`config.mk`:
```
export PLATFORM = sky130hd
export DESIGN_NAME = program_loader
export DESIGN_NICKNAME = d
export VERILOG_FILES = /design/src/rtl/program_loader.sv
export SDC_FILE = /design/constraint.sdc
export NUM_CORES = 1
export LEC_CHECK = 0
export BUFFER_PORTS_ARGS = -buffer_cell sky130_fd_sc_hd__buf_4
export CORE_MARGIN = 4
export CORE_UTILIZATION = 51
export DETAILED_ROUTE_END_ITERATION = 16
export PLACE_DENSITY = 0.8
export SETUP_SLACK_MARGIN = 0.5
export SYNTH_ARGS = -nofsm -noshare
export SYNTH_HDL_FRONTEND = slang
export SYNTH_SLANG_ARGS = --single-unit
```
`constraint.sdc`:
```
create_clock -name clk -period 2.4 [get_ports clk]
set_clock_uncertainty 0.2 [all_clocks]
set_input_delay 0.36 -clock clk [delete_from_list [all_inputs] [get_ports clk]]
set_output_delay 0.36 -clock clk [all_outputs]
set_load 0.005 [all_outputs]
```
`src/rtl/program_loader.sv`:
```
// program_loader: assembles a UART byte stream into instruction-memory writes, then acknowledges and releases the core.
module program_loader #(
  parameter int unsigned DEPTH_WORDS = 32768,
  parameter logic [7:0]  ACK_BYTE    = 8'hAA,
  parameter logic [7:0]  ERR_BYTE    = 8'hEE
) (
  input  logic        clk,
  input  logic        rstn,
  input  logic        rx_valid,
  input  logic [7:0]  rx_data,
  output logic        tx_valid,
  output logic [7:0]  tx_data,
  input  logic        tx_ready,
  output logic        imem_we,
  output logic [31:0] imem_addr,
  output logic [31:0] imem_wdata,
  output logic        busy,
  output logic        done
);
  localparam int IW = $clog2(DEPTH_WORDS + 1);
  typedef enum logic [2:0] {HDR, DATA, ACK, ERR, DONE} state_t;
  state_t        r_state, w_state;
  logic [1:0]    r_cnt, w_cnt;
  logic [23:0]   r_buf, w_buf;
  logic [31:0]   r_n, w_n;
  logic [IW-1:0] r_idx, w_idx;
  logic          r_we, w_we;
  logic [31:0]   r_addr, w_addr, r_wdata, w_wdata;
  logic          r_tx_valid, w_tx_valid;
  logic [7:0]    r_tx_data, w_tx_data;
  logic          r_busy, w_busy, r_done, w_done;
  logic [31:0]   w_word;
  logic          w_rx, w_last, w_hs;
  assign w_word = {rx_data, r_buf};
  assign w_rx   = rx_valid && (r_state == HDR || r_state == DATA);
  assign w_last = w_rx && r_cnt == 2'd3;
  assign w_hs   = r_tx_valid && tx_ready;
  always_comb begin
    w_state    = r_state;
    w_cnt      = w_rx ? r_cnt + 2'd1 : r_cnt;
    w_buf      = w_rx ? {rx_data, r_buf[23:8]} : r_buf;
    w_n        = r_n;
    w_idx      = r_idx;
    w_we       = 1'b0;
    w_addr     = r_addr;
    w_wdata    = r_wdata;
    w_tx_valid = r_tx_valid;
    w_tx_data  = r_tx_data;
    w_busy     = r_busy;
    w_done     = r_done;
    case (r_state)
      HDR: begin
        w_busy = r_busy | w_rx;
        if (w_last) begin
          w_n        = w_word;
          w_idx      = '0;
          w_state    = w_word == 32'd0 ? ACK : w_word > DEPTH_WORDS ? ERR : DATA;
          w_tx_valid = w_word == 32'd0 || w_word > DEPTH_WORDS;
          w_tx_data  = w_word == 32'd0 ? ACK_BYTE : ERR_BYTE;
        end
      end
      DATA: if (w_last) begin
        w_we    = 1'b1;
        w_addr  = 32'(r_idx) << 2;
        w_wdata = w_word;
        w_idx   = r_idx + IW'(1);
        w_state = 32'(r_idx) + 32'd1 == r_n ? ACK : DATA;
      end
      ACK, ERR: begin
        // tx_valid is set here on the cycle after the final write; header exits set it directly
        w_tx_valid = r_tx_valid ? !tx_ready : 1'b1;
        w_tx_data  = r_state == ERR ? ERR_BYTE : ACK_BYTE;
        if (w_hs) begin
          w_state = r_state == ERR ? HDR : DONE;
          w_busy  = 1'b0;
          w_done  = r_state == ACK;
          w_cnt   = 2'd0;
          w_idx   = '0;
          w_n     = 32'd0;
        end
      end
      default: w_busy = 1'b0;
    endcase
  end
  always_ff @(posedge clk or negedge rstn) begin
    if (!rstn) begin
      r_state    <= HDR;
      r_cnt      <= 2'd0;
      r_buf      <= 24'd0;
      r_n        <= 32'd0;
      r_idx      <= '0;
      r_we       <= 1'b0;
      r_addr     <= 32'd0;
      r_wdata    <= 32'd0;
      r_tx_valid <= 1'b0;
      r_tx_data  <= 8'd0;
      r_busy     <= 1'b0;
      r_done     <= 1'b0;
    end else begin
      r_state    <= w_state;
      r_cnt      <= w_cnt;
      r_buf      <= w_buf;
      r_n        <= w_n;
      r_idx      <= w_idx;
      r_we       <= w_we;
      r_addr     <= w_addr;
      r_wdata    <= w_wdata;
      r_tx_valid <= w_tx_valid;
      r_tx_data  <= w_tx_data;
      r_busy     <= w_busy;
      r_done     <= w_done;
    end
  end
  assign tx_valid   = r_tx_valid;
  assign tx_data    = r_tx_data;
  assign imem_we    = r_we;
  assign imem_addr  = r_addr;
  assign imem_wdata = r_wdata;
  assign busy       = r_busy;
  assign done       = r_done;
endmodule
```
==> results_dict.tcl <==
set metrics [dict create \
    outcome "complete, no violations" \
    drive_above_1_share 0.293 \
    cts_tree "yes" \
    core_sq_um 11400 \
    grt_max_degree 93 \
    die_width_microns 116 \
    yosysTopAreaCell "dfrtp_1" \
    clk_pin_slew_ns 0.06 \
    syn-cell-area_sq_um 5920 \
    place.gp.congestion 0.874 \
    p_int_mw 5.59 \
    post-route-period-util 0.950 \
    cp_max_fo 6 \
    end_kind "flop" \
    max_freq_mhz 438 \
    synth_seq_area_share 0.554 \
    h-tree-depth 4 \
    clk_path_buf_depth 2 \
    fp-row-count 39 \
    initial_core_util 0.521 \
    max-vdd-ir-drop_mv 0.742 \
    cts_sinks 131 \
    seq_power_share 0.450 \
    synth_common_cells "230 x nand2_1, 131 x dfrtp_1, 65 x o21ai_0, 25 x mux2_2, 22 x buf_4" \
    grt_pass1_vias 5015 \
    die_h_microns 116 \
    io-pin-count 88 \
    antenna_found_initial 0 \
    worst_path_max_delay_cell "dfrtp_2" \
    hold_violations 0 \
    critPathKind "flop to flop" \
    drt_iter0_drc 397 \
    final_antenna_net_count 0 \
    r2r_slack_ns 0.12 \
    hp-class "primary input to flop" \
    synth_flop_cell "dfrtp_1" \
    p_comb_frac 0.244 \
    cts-root-buf "clkbuf_16" \
    synth_edf_count 0 \
    dr.pass1.iters 5 \
    yosys_register_bits 131 \
    vias 5016 \
    netlist.area_leader.share 0.554 \
    period_minus_slack_ns 2.28 \
    cap_violations 0 \
    async_reset_ff_frac 1.00 \
    grt-ovfl-total 0 \
    max_stage_delay_ns 0.42 \
    pwr-share-clk 0.305 \
    path_cells "ha_4 > nand3_4 > nor4_4 > mux2_4 > mux2i_1 > o22ai_1 > and4_1 > o32a_1" \
    grt_use_total 0.238 \
    yosys_warnings 0 \
    sw_frac_of_total 0.316 \
    via_per_inst 5.55 \
    rsz0062_at_grt "yes" \
    synthCells 632 \
    port_buffers 69 \
    grt_first_pass_wirelength_microns 24800 \
    critPathBufInv 0 \
    power.switching_mw 2.58 \
    crit_family "simple AND/OR/NAND/NOR gates" \
    synthMostInstantiatedCell "nand2_1" \
    setup_viol 0 \
    die-area_sq_um 13400 \
    synth_area_leaders "dfrtp_1 55%, nand2_1 15%, o21ai_0 5.5%, mux2_2 4.8%, xnor2_1 2.8%" \
    cp_data_required_time_ns 2.50 \
    area_growth_pct 33.7 \
    num-nets-final 761 \
    power_density_nw_per_um2 1030 \
    antenna_cells 0 \
    startpoint_type "flop" \
    synth.avg_cell_area_sq_um 9.37 \
    reg2reg_to "r_state[1]" \
    r2r_start "r_idx[0]" \
    reg2regPathDepth 8 \
    dp_worst_setup_slack_ns -0.0153 \
    post-route-util 0.697 \
    slew_viol_final 0 \
    hpwl_microns 9120 \
    cp_num_cells 8 \
    clock_latency_ns 0.42 \
    routed_wl_microns 15900 \
    startpoint "r_idx[0]" \
    cp.arrival_ns 2.38 \
    endpoint "r_state[1]" \
    wl_per_cell_microns 17.6 \
    synth_cell_types 47 \
    drc 0 \
    p_leak_nw 3.78 \
    final.setup.worst_slack_ns 0.119 \
    cts_inserted_buffers 17 \
]
## power by group through the flow
stage	Sequential [mW]	Clock [mW]	Combinational, mW
2_1_floorplan	3.41	0	1.05
3_3_place_gp	3.57	0	1.70
3_5_place_dp	3.60	0	1.76
4_1_cts	3.58	2.52	1.84
5_1_grt	3.76	2.62	2.25
6_report	3.68	2.49	2.00
## worst min path at each step
stage                     slack, ns  startpoint  depth (start not counted)      endpoint
final                          0.02  rx_data[0]                          2     r_buf[16]
after detailed placement       0.22        rstn                          2  imem_addr[4]
after CTS                      0.01  rx_data[0]                          2     r_buf[16]
after global placement         0.21        rstn                          2  imem_addr[3]
after global routing           0.02  rx_data[0]                          2     r_buf[16]
after floorplan               -0.14        rstn                          0          busy
## metrics by stage
step                      TNS [ns]  cells  hold slack [ns]  area (sq um)  total power, mW
after global routing             0    903           0.0213          7920             8.62
after CTS                        0    886           0.0107          7570             7.95
after floorplan                  0    649           -0.136          6030             4.45
after detailed placement   -0.0153    824            0.221          6600             5.36
final                            0    903           0.0205          7920             8.17
after global placement           0    824            0.212          6600             5.26
## timing repair
action	in CTS	in global routing
hold buffers	17	0
cloned	2	5
gates resized for setup	26	34
setup buffers	11	12
endpoints found under the setup margin	17	80
hold endpoints to repair	135	0
pin swaps	8	16
## final cells by class
cell class,count,area [sq um]
tap,143,179
clock inverter,10,108
timing repair buffer,133,1230
fill,828,3450
inverter,5,21.3
clock buffer,22,464
multi-input combinational,459,2620
sequential,131,3300
## cell families after synthesis
kind of cell,share of synthesized area
adder cells (fa/ha/maj),0.00422
XOR/XNOR,0.0355
other,0.000633
AND/OR/NAND/NOR,0.216
flip-flops,0.554
multiplexers,0.0509
buffers and inverters,0.0535
AO/OA/AOI/OAI,0.0860
## flip-flops by register name, indices dropped and copies added, names as in the netlist
name,flops
imem_wdata,32
r_n,32
r_buf,24
imem_addr,16
r_idx,16
r_state,3
r_cnt,2
tx_data,2
busy,1
done,1
imem_we,1
tx_valid,1
## worst register-to-register path, cell delays in order, from the launching register on
cell     delay, ns
dfrtp_2       0.42
ha_4          0.17
nand3_4       0.12
nor4_4        0.23
mux2_4        0.33
mux2i_1       0.13
o22ai_1       0.08
and4_1        0.20
o32a_1        0.29
## routing by layer
metal	GRT usage	share of wire	up-vias	routed length, microns
met5	0	0	-	0
met2	0.397	0.50	222	7990
met1	0.300	0.40	2453	6350
met4	0.0889	0.028	0	447
met3	0.0627	0.072	44	1150
li1	-	-	2297	-
## layout by cell type, fill, tap and decap left out, drive strengths merged, types with 2 or more instances in the layout
| cell type | instances |
|---|---|
| bufbuf | 2 |
| and4 | 2 |
| nand2 | 230 |
| xor2 | 5 |
| clkinv | 8 |
| o31ai | 7 |
| o21ai | 65 |
| bufinv | 2 |
| a21oi | 7 |
| buf | 110 |
| conb | 18 |
| nor3 | 5 |
| dlygate4sd3 | 17 |
| nand3 | 5 |
| or3 | 2 |
| mux2i | 2 |
| ha | 2 |
| clkbuf | 26 |
| nor4 | 12 |
| o22ai | 2 |
| dfrtp | 131 |
| nor2b | 3 |
| inv | 5 |
| xnor2 | 19 |
| and3 | 6 |
| nand4 | 7 |
| mux2 | 25 |
| nor2 | 19 |
(Power assumes the default switching activity.)
